$ cat src/rtl/prog_loader.sv
// Boot loader: streams instruction words into imem, holds the CPU in reset, then releases it.
// Define PROG_LOADER_CLEAR_EN to NOP-fill the unused tail of imem after the last word.
module prog_loader #(
    parameter int IW             = 13,
    parameter int AW             = 5,
    parameter int DEPTH          = 32,
    parameter int RELEASE_CYCLES = 2
) (
    input  logic          clk,
    input  logic          reset,
    input  logic          start,
    input  logic          in_valid,
    input  logic [IW-1:0] in_data,
    input  logic          in_last,
    output logic          in_ready,
    output logic          imem_we,
    output logic [AW-1:0] imem_addr,
    output logic [IW-1:0] imem_wdata,
    output logic          cpu_reset,
    output logic          done,
    output logic          err_overflow,
    output logic [AW:0]   word_count
);

    localparam logic [AW-1:0] LastAddr  = AW'(DEPTH - 1);
    localparam logic [AW:0]   FullCount = (AW + 1)'(DEPTH);
    localparam logic [3:0]    RelLoad   = 4'(RELEASE_CYCLES);

`ifdef PROG_LOADER_CLEAR_EN
    typedef enum logic [2:0] {Idle, Load, Drain, Fill, Release, Run} state_t;
`else
    typedef enum logic [2:0] {Idle, Load, Drain, Release, Run} state_t;
`endif

    state_t        state;
    logic [AW-1:0] ptr;
    logic [3:0]    relCnt;
    logic          accept;

    assign accept = in_valid & in_ready;

    always_ff @(posedge clk or negedge reset) begin
        if (!reset) begin
            state        <= Idle;
            ptr          <= '0;
            relCnt       <= '0;
            in_ready     <= 1'b0;
            imem_we      <= 1'b0;
            imem_addr    <= '0;
            imem_wdata   <= '0;
            cpu_reset    <= 1'b1;
            done         <= 1'b0;
            err_overflow <= 1'b0;
            word_count   <= '0;
        end else begin
            imem_we <= 1'b0;
            unique case (state)
                Idle: begin
                    if (start) begin
                        state        <= Load;
                        in_ready     <= 1'b1;
                        ptr          <= '0;
                        word_count   <= '0;
                        err_overflow <= 1'b0;
                        done         <= 1'b0;
                    end
                end
                Load: begin
                    if (accept) begin
                        imem_we    <= 1'b1;
                        imem_addr  <= ptr;
                        imem_wdata <= in_data;
                        ptr        <= ptr + 1'b1;
                        if (word_count != FullCount)
                            word_count <= word_count + 1'b1;
                        if (in_last) begin
                            in_ready <= 1'b0;
`ifdef PROG_LOADER_CLEAR_EN
                            if (ptr != LastAddr) begin
                                state <= Fill;
                            end else begin
                                state  <= Release;
                                relCnt <= RelLoad;
                            end
`else
                            state  <= Release;
                            relCnt <= RelLoad;
`endif
                        end else if (ptr == LastAddr) begin
                            // Memory full but stream continues: swallow the rest.
                            state        <= Drain;
                            err_overflow <= 1'b1;
                        end
                    end
                end
                Drain: begin
                    if (accept && in_last) begin
                        state    <= Release;
                        in_ready <= 1'b0;
                        relCnt   <= RelLoad;
                    end
                end
`ifdef PROG_LOADER_CLEAR_EN
                Fill: begin
                    imem_we    <= 1'b1;
                    imem_addr  <= ptr;
                    imem_wdata <= '0;
                    ptr        <= ptr + 1'b1;
                    if (ptr == LastAddr) begin
                        state  <= Release;
                        relCnt <= RelLoad;
                    end
                end
`endif
                Release: begin
                    if (relCnt == 4'd1) begin
                        state     <= Run;
                        cpu_reset <= 1'b0;
                        done      <= 1'b1;
                    end else begin
                        relCnt <= relCnt - 4'd1;
                    end
                end
                Run: begin
                    if (start) begin
                        state        <= Load;
                        in_ready     <= 1'b1;
                        cpu_reset    <= 1'b1;
                        done         <= 1'b0;
                        ptr          <= '0;
                        word_count   <= '0;
                        err_overflow <= 1'b0;
                    end
                end
                default: state <= Idle;
            endcase
        end
    end

endmodule

$ cat config.mk
export PLATFORM = sky130hd
export DESIGN_NAME = prog_loader
export DESIGN_NICKNAME = d
export VERILOG_FILES = /design/src/rtl/prog_loader.sv
export SDC_FILE = /design/constraint.sdc
export NUM_CORES = 1
export LEC_CHECK = 0
export ABC_AREA = 1
export CAP_MARGIN = 10
export CORE_MARGIN = 3
export CORE_UTILIZATION = 32
export CTS_CLUSTER_SIZE = 24
export DETAILED_ROUTE_END_ITERATION = 6
export PLACE_DENSITY = 0.54
export SLEW_MARGIN = 0
export SYNTH_ARGS = -nofsm -noshare
export SYNTH_HDL_FRONTEND = slang
export SYNTH_SLANG_ARGS = --single-unit
$ cat constraint.sdc
create_clock -name clk -period 1.55 [get_ports clk]
set_input_delay 0.465 -clock clk [delete_from_list [all_inputs] [get_ports clk]]
set_output_delay 0.465 -clock clk [all_outputs]
set_load 0.05 [all_outputs]
==> results of run 1 <==
## cell families after synthesis
| logic type | synth area share [%] |
|---|---|
| flops | 50.2 |
| simple gates | 33.0 |
| compound gates | 5.01 |
| xor+xnor | 1.28 |
| buf+inv | 6.84 |
| fa+ha+maj | 3.67 |
## stage by stage
step,utilization [%],hold slack (ps)
final,51.1,134
after global routing,51.1,148
after CTS,50.6,145
after detailed placement,49.2,462
after global placement,49.2,459
after floorplan,-,169
## path summary, 6_finish.rpt
path                          startpoint            end  slack, ps  depth (start not counted)
max                        word_count[0]  word_count[0]         40                          2
min                                reset  word_count[5]        130                          2
max reg2reg                       ptr[1]       state[1]         70                         11
min reg2reg                    relCnt[1]      relCnt[1]        480                          2
max in group asynchronous          reset      cpu_reset       1150                          2
min in group clk               relCnt[1]      relCnt[1]        480                          2
## flip-flops by register name, summed over array words and instances, names as in the netlist
| signal | flops |
|---|---|
| imem_addr | 5 |
| imem_we | 1 |
| cpu_reset | 1 |
| word_count | 6 |
| relCnt | 4 |
| imem_wdata | 13 |
| done | 1 |
| state | 3 |
| ptr | 5 |
| err_overflow | 1 |
| in_ready | 1 |
## power by group through the flow
| stage | logic (mW) | registers (mW) | clock network, mW |
|---|---|---|---|
| 2_1_floorplan | 1.35 | 2.81 | 0 |
| 3_3_place_gp | 4.12 | 1.95 | 0 |
| 3_5_place_dp | 4.15 | 1.96 | 0 |
| 4_1_cts | 4.17 | 1.95 | 0.711 |
| 5_1_grt | 4.55 | 2.00 | 0.768 |
| 6_report | 4.19 | 1.94 | 0.689 |
## per-layer routing
metal	vias up	wire [um]	GRT usage, %
met4	0	48	3.88
met1	786	1970	15.9
met5	-	0	0
li1	927	-	-
met2	42	2160	21.8
met3	8	446	6.72
## layout make-up
type	count	area (sq um)	area share, %
clock buffer	5	68.8	2.22
clock inverter	3	17.5	0.565
inverter	29	110	3.55
multi-input combinational	185	903	29.1
sequential	41	1030	33.2
tap	75	93.8	3.03
timing repair buffer	60	876	28.3
## cell usage in the layout (no fill, tap or decap), types with 2 or more instances in the layout
master | netlist | final
a21oi_1 | 4 | 4
buf_12 | 0 | 31
buf_4 | 0 | 12
clkbuf_8 | 0 | 5
clkdlybuf4s50_1 | 0 | 16
clkinv_2 | 1 | 3
dfrtp_1 | 40 | 38
dfrtp_2 | 0 | 2
ha_1 | 6 | 4
ha_2 | 0 | 2
inv_1 | 26 | 23
inv_2 | 2 | 5
nand2_1 | 107 | 105
nand2_2 | 4 | 6
nand3_1 | 16 | 16
nand4_1 | 3 | 3
nor2_1 | 17 | 14
nor2_2 | 2 | 5
o21ai_0 | 9 | 8
o21ai_1 | 6 | 7
xor2_1 | 3 | 3
## what timing repair did
action                     CTS  global route
gates resized for setup      0            12
hold endpoints to repair     0             0
setup endpoints to repair    0             9
setup buffers                0             1
==> results by group, run 1 <==
Outcome
  – Status: finished clean

Routing
  – ANT nets after route: 0
  – Final WL: 4620 um
  – DR vias: 1,763
  – Wire per inst: 11.6 um
  – DR iter-0 viols: 56
  – DRC Markers: 0
  – Pre-antenna DRT Iters: 4
  – Vias/cell: 4.43

Critical path
  – Crit path buf inv count: 2
  – CP Launch Type: flip-flop
  – Critical path peak fanout: 5
  – CP max stage delay: 450 ps
  – Worst Path Arrival: 1050 ps
  – Master of the slowest instance on the critical path: dfrtp_2
  – Endpoint class of the critical path: output port
  – CP delay by family, top: flip-flops
  – Critical path type: reg -> out
  – CP Data Required Time: 1080 ps
  – CP Cell Sequence: buf_4 > buf_12

Final layout
  – Nets: 346
  – Fraction of layout cells with a size suffix above 1: 24.8%
  – Ant. Diodes: 0
  – Area Overhead vs Synth: 51.3%
  – Final instance area: 0.00310 sq mm
  – Fillers: 589
  – Non-filler instance count after layout: 398

Synthesis
  – Post-synth cell types: 27
  – Yosys warning count: 0
  – Syn nets: 284
  – Syn_area_per_cell: 7.88 sq um
  – Synth Cell Area: 0.00205 sq mm
  – Cells after Synth: 260
  – FFs w/ async S/R, synth: 100%
  – Post-synth EDFFs: 0
  – Area contributors post-synth: dfrtp_1 (49%), nand2_1 (20%), inv_1 (4.8%)
  – Ys flop type: dfrtp_1
  – Post-synth top area share: 48.9%
  – Most common cell in the synthesized netlist: nand2_1
  – Register area share after synthesis: 50.2%
  – Flop and latch count out of synthesis: 41
  – Commonest cells post-synth: nand2_1 (107), dfrtp_1 (40), inv_1 (26), nor2_1 (17), nand3_1 (16)
  – Cell taking the most area after synthesis: dfrtp_1

Floorplan
  – Initial Util: 33.8%
  – Die ar.: 0.00740 sq mm
  – Rows: 28
  – Core area: 0.00606 sq mm
  – Io pins: 47
  – Die Wd: 86.0 um
  – Die span in y: 86.0 um

Pwr
  – VDD IR max: 1.17 mV
  – Logic pwr share: 61.4%
  – Cell internal pwr: 3.66 mW
  – Pwr Total: 6.82 mW
  – Clock power frac: 10.1%
  – Pleak: 1.54 nW
  – Flop pwr share: 28.5%
  – Sw Share: 46.4%
  – Cell Pwr Density: 2200 mW/mm^2
  – Psw: 3.17 mW

Clock tree
  – Clock transition at path regs: 80 ps
  – Bufs on Longest Clock Path: 2
  – CTS tree: built
  – CTS Buf Count: 5
  – # H-tree levels: 2
  – Clock sinks: 41
  – Hold buffers post-CTS: 0
  – Clk root buf: clkbuf_8
  – Worst-Skew Late Latency: 290 ps

Placed design
  – GP Congestion: 0.855
  – IO Port Bufs: 46
  – Cells after DPL: 389
  – HPWL after DPL: 3500 um
  – Place WS: -248 ps
  – Dpl cell area: 0.00298 sq mm

STA
  – Fmax: 661 MHz
  – Count of final hold-check violations: 0
  – Setup TNS: 0 ps
  – Final setup fails: 0
  – Slew headroom: 78.7%
  – Worst-Margin Slew: 319 ps
  – RSZ-0062 raised after global routing: yes
  – Final WS setup: 37.4 ps
  – Period minus WS final: 1510 ps
  – Clk_skew: 7.82 ps
  – Final Slew Violations: 0
  – Crit share post-route: 97.6%

Flow run
  – Max-Cap Viols: 0

Min path
  – Min-delay worst type: in -> async

Global route
  – Global-route usage over all layers: 13.5%
  – Largest net degree at the start of global routing: 42
  – Vias in the first global route: 1,781
  – Grt total ovfl: 0
  – Antenna violations before repair: 0
  – First-pass GRT wire length: 7990 um
(Power assumes the default switching activity.)
==> inputs of run 2 (changes only) <==
--- a/config.mk
+++ b/config.mk
@@ -12,6 +12,8 @@
 export CTS_CLUSTER_SIZE = 24
 export DETAILED_ROUTE_END_ITERATION = 6
 export PLACE_DENSITY = 0.54
+export REMOVE_ABC_BUFFERS = 1
+export SKIP_LAST_GASP = 1
 export SLEW_MARGIN = 0
 export SYNTH_ARGS = -nofsm -noshare
 export SYNTH_HDL_FRONTEND = slang
==> run 2 against run 1 <==
Net effect:
- die area is the same
- critical path type unchanged
- first-iteration DRC count grew 36%
- largest power group unchanged
- sequential power barely moved
- utilization about the same
- sequential cell count stayed put
- global-route usage fell by 0.21 points
==> results by group, run 2 (synthesis gave the netlist of run 1 again) <==
Critical path
  – CP Data Required Time: 1080 ps (about the same)
  – Critical path type: reg -> out (unchanged)
  – CP Launch Type: flip-flop (unchanged)
  – CP Cell Sequence: buf_12 (was buf_4 > buf_12)
  – Worst Reg2Reg Path Length in Cells: 7 (was 11)
  – Beginning of the critical path: word_count[2] (was word_count[0])
  – Endpoint class of the critical path: output port (unchanged)
  – Logic depth of the worst path, buffers included: 1 (was 2)
  – Critical path peak fanout: 9 (was 5)
  – CP delay by family, top: flip-flops (unchanged)
  – Worst Path Arrival: 1010 ps (was 1050 ps)
  – Crit path buf inv count: 1 (was 2)
  – R2R Path End: word_count[1] (was state[1])
  – Flop2flop setup slack: 130 ps (was 70 ps)
  – Worst setup path end: word_count[2] (was word_count[0])
  – Worst reg2reg path startpoint: state[2] (was ptr[1])
  – Master of the slowest instance on the critical path: dfrtp_1 (was dfrtp_2)
  – CP max stage delay: 540 ps (was 450 ps)

STA
  – Period minus WS final: 1480 ps (was 1510 ps)
  – Final setup fails: 0 (unchanged)
  – Setup TNS: 0 ps (unchanged)
  – Final Slew Violations: 0 (unchanged)
  – Crit share post-route: 95.4% (was 97.6%)
  – Clk_skew: 3.61 ps (was 7.82 ps)
  – Slew headroom: 77.8% (was 78.7%)
  – Fmax: 676 MHz (was 661 MHz)
  – RSZ-0062 raised after global routing: no (was yes)
  – Worst-Margin Slew: 333 ps (was 319 ps)
  – Count of final hold-check violations: 0 (unchanged)

Outcome
  – Status: finished clean (unchanged)

Floorplan
  – Rows: 28 (unchanged)
  – Core area: 0.00606 sq mm (unchanged)
  – Die span in y: 86.0 um (unchanged)
  – Initial Util: 33.8% (unchanged)
  – Io pins: 47 (unchanged)
  – Die Wd: 86.0 um (unchanged)
  – Die ar.: 0.00740 sq mm (unchanged)

Clock tree
  – Worst-Skew Late Latency: 290 ps (about the same)
  – Clk root buf: clkbuf_8 (unchanged)
  – CTS Buf Count: 5 (unchanged)
  – Clock sinks: 41 (unchanged)
  – Setup bufs post-CTS: 0 (unchanged)
  – Bufs on Longest Clock Path: 2 (unchanged)
  – # H-tree levels: 2 (unchanged)
  – CTS tree: built (unchanged)
  – Clock transition at path regs: 80 ps (about the same)

Global route
  – Vias in the first global route: 1,820 (was 1,781)
  – Antenna violations before repair: 0 (unchanged)
  – Global-route usage over all layers: 13.3% (was 13.5%)
  – Grt total ovfl: 0 (unchanged)
  – First-pass GRT wire length: 7980 um (was 7990 um)
  – Largest net degree at the start of global routing: 31 (was 42)

Min path
  – Min-delay worst type: in -> async (unchanged)

Pwr
  – VDD IR max: 1.29 mV (was 1.17 mV)
  – Pleak: 1.56 nW (was 1.54 nW)
  – Cell Pwr Density: 2180 mW/mm^2 (was 2200 mW/mm^2)
  – Pwr Total: 6.76 mW (was 6.82 mW)

Final layout
  – Nets: 347 (was 346)
  – Most common cell after layout, fill and taps aside: nand2_1 (unchanged)
  – Largest register FFs: 13 (unchanged)
  – Reg with most FFs: imem_wdata (unchanged)
  – Area Overhead vs Synth: 51.4% (was 51.3%)
  – Fillers: 589 (unchanged)
  – Ant. Diodes: 0 (unchanged)
  – Fraction of layout cells with a size suffix above 1: 22.2% (was 24.8%)
  – Largest regs: imem_wdata: 13 flops, word_count: 6 flops (unchanged)
  – Most frequent cells in the layout: nand2_1 (107), dfrtp_1 (40), buf_12 (32) (was nand2_1 (105), dfrtp_1 (38), buf_12 (31))

Placed design
  – IO Port Bufs: 46 (unchanged)
  – HPWL after DPL: 3490 um (was 3500 um)
  – GP Congestion: 0.863 (was 0.855)

Routing
  – Vias/cell: 4.51 (was 4.43)
  – DRC Markers: 0 (unchanged)
  – Pre-antenna DRT Iters: 4 (unchanged)
  – DR iter-0 viols: 76 (was 56)
  – Final WL: 4520 um (was 4620 um)
  – DR vias: 1,799 (was 1,763)
  – Wire per inst: 11.3 um (was 11.6 um)
  – ANT nets after route: 0 (unchanged)

Flow run
  – Max-Cap Viols: 0 (unchanged)
run 2: routing by layer:
metal  wire, um  vias up  share of wire [%]  global-route usage (%)
met1       1970      814                 44                    15.6
met2       2030       47                 45                    21.7
met3        469        6                 10                    6.53
li1           -      932                  -                       -
met4         51        0                1.1                    3.45
met5          0        -                  0                       0
run 2: power breakdown:
part	total (mW)	internal (mW)	switching (mW)
logic	4.15	1.84	2.31
registers	1.93	1.50	0.433
clock network	0.679	0.312	0.367
run 2: through the flow:
| stage | cells | cell area, sq um | hold WS [ps] | setup slack (ps) | util, % |
|---|---|---|---|---|---|
| 2_1_floorplan | 255 | 2020 | 169 | -51.2 | - |
| 5_1_grt | 399 | 3100 | 62.4 | 1.19 | 51.2 |
| 6_report | 399 | 3100 | 54.5 | 71.3 | 51.2 |
| 4_1_cts | 399 | 3090 | 47.9 | 59.4 | 51.0 |
| 3_3_place_gp | 391 | 3010 | 373 | -191 | 49.6 |
| 3_5_place_dp | 391 | 3010 | 373 | -206 | 49.6 |
run 2: cell type report:
| class | count | area [sq um] | share of cell area [%] |
|---|---|---|---|
| sequential | 41 | 1030 | 33.1 |
| timing repair buffer | 61 | 896 | 28.9 |
| multi-input combinational | 185 | 891 | 28.7 |
| inverter | 29 | 110 | 3.55 |
| tap | 75 | 93.8 | 3.03 |
| clock buffer | 6 | 72.6 | 2.34 |
| clock inverter | 2 | 10.0 | 0.323 |
run 2: what timing repair did:
action	4_1_cts	5_1_grt
endpoints found under the setup margin	0	8
endpoints found under the hold margin	0	0
hold buffers	0	0
resized for setup	0	5
run 2: worst min-delay path by stage:
stage | slack [ps] | start | end
2_1_floorplan | 170 | reset | done
3_3_place_gp | 370 | reset | word_count[2]
3_5_place_dp | 370 | reset | word_count[2]
4_1_cts | 50 | reset | word_count[3]
5_1_grt | 60 | reset | word_count[3]
6_report | 50 | reset | word_count[3]
==> inputs of run 3 (changes only) <==
--- a/config.mk
+++ b/config.mk
@@ -6,7 +6,7 @@
 export NUM_CORES = 1
 export LEC_CHECK = 0
 export ABC_AREA = 1
-export CAP_MARGIN = 10
+export CAP_MARGIN = 20
 export CORE_MARGIN = 3
 export CORE_UTILIZATION = 32
 export CTS_CLUSTER_SIZE = 24
==> results of run 3 <==
No change in the layout: final DEF, timing and power equal those of run 2.
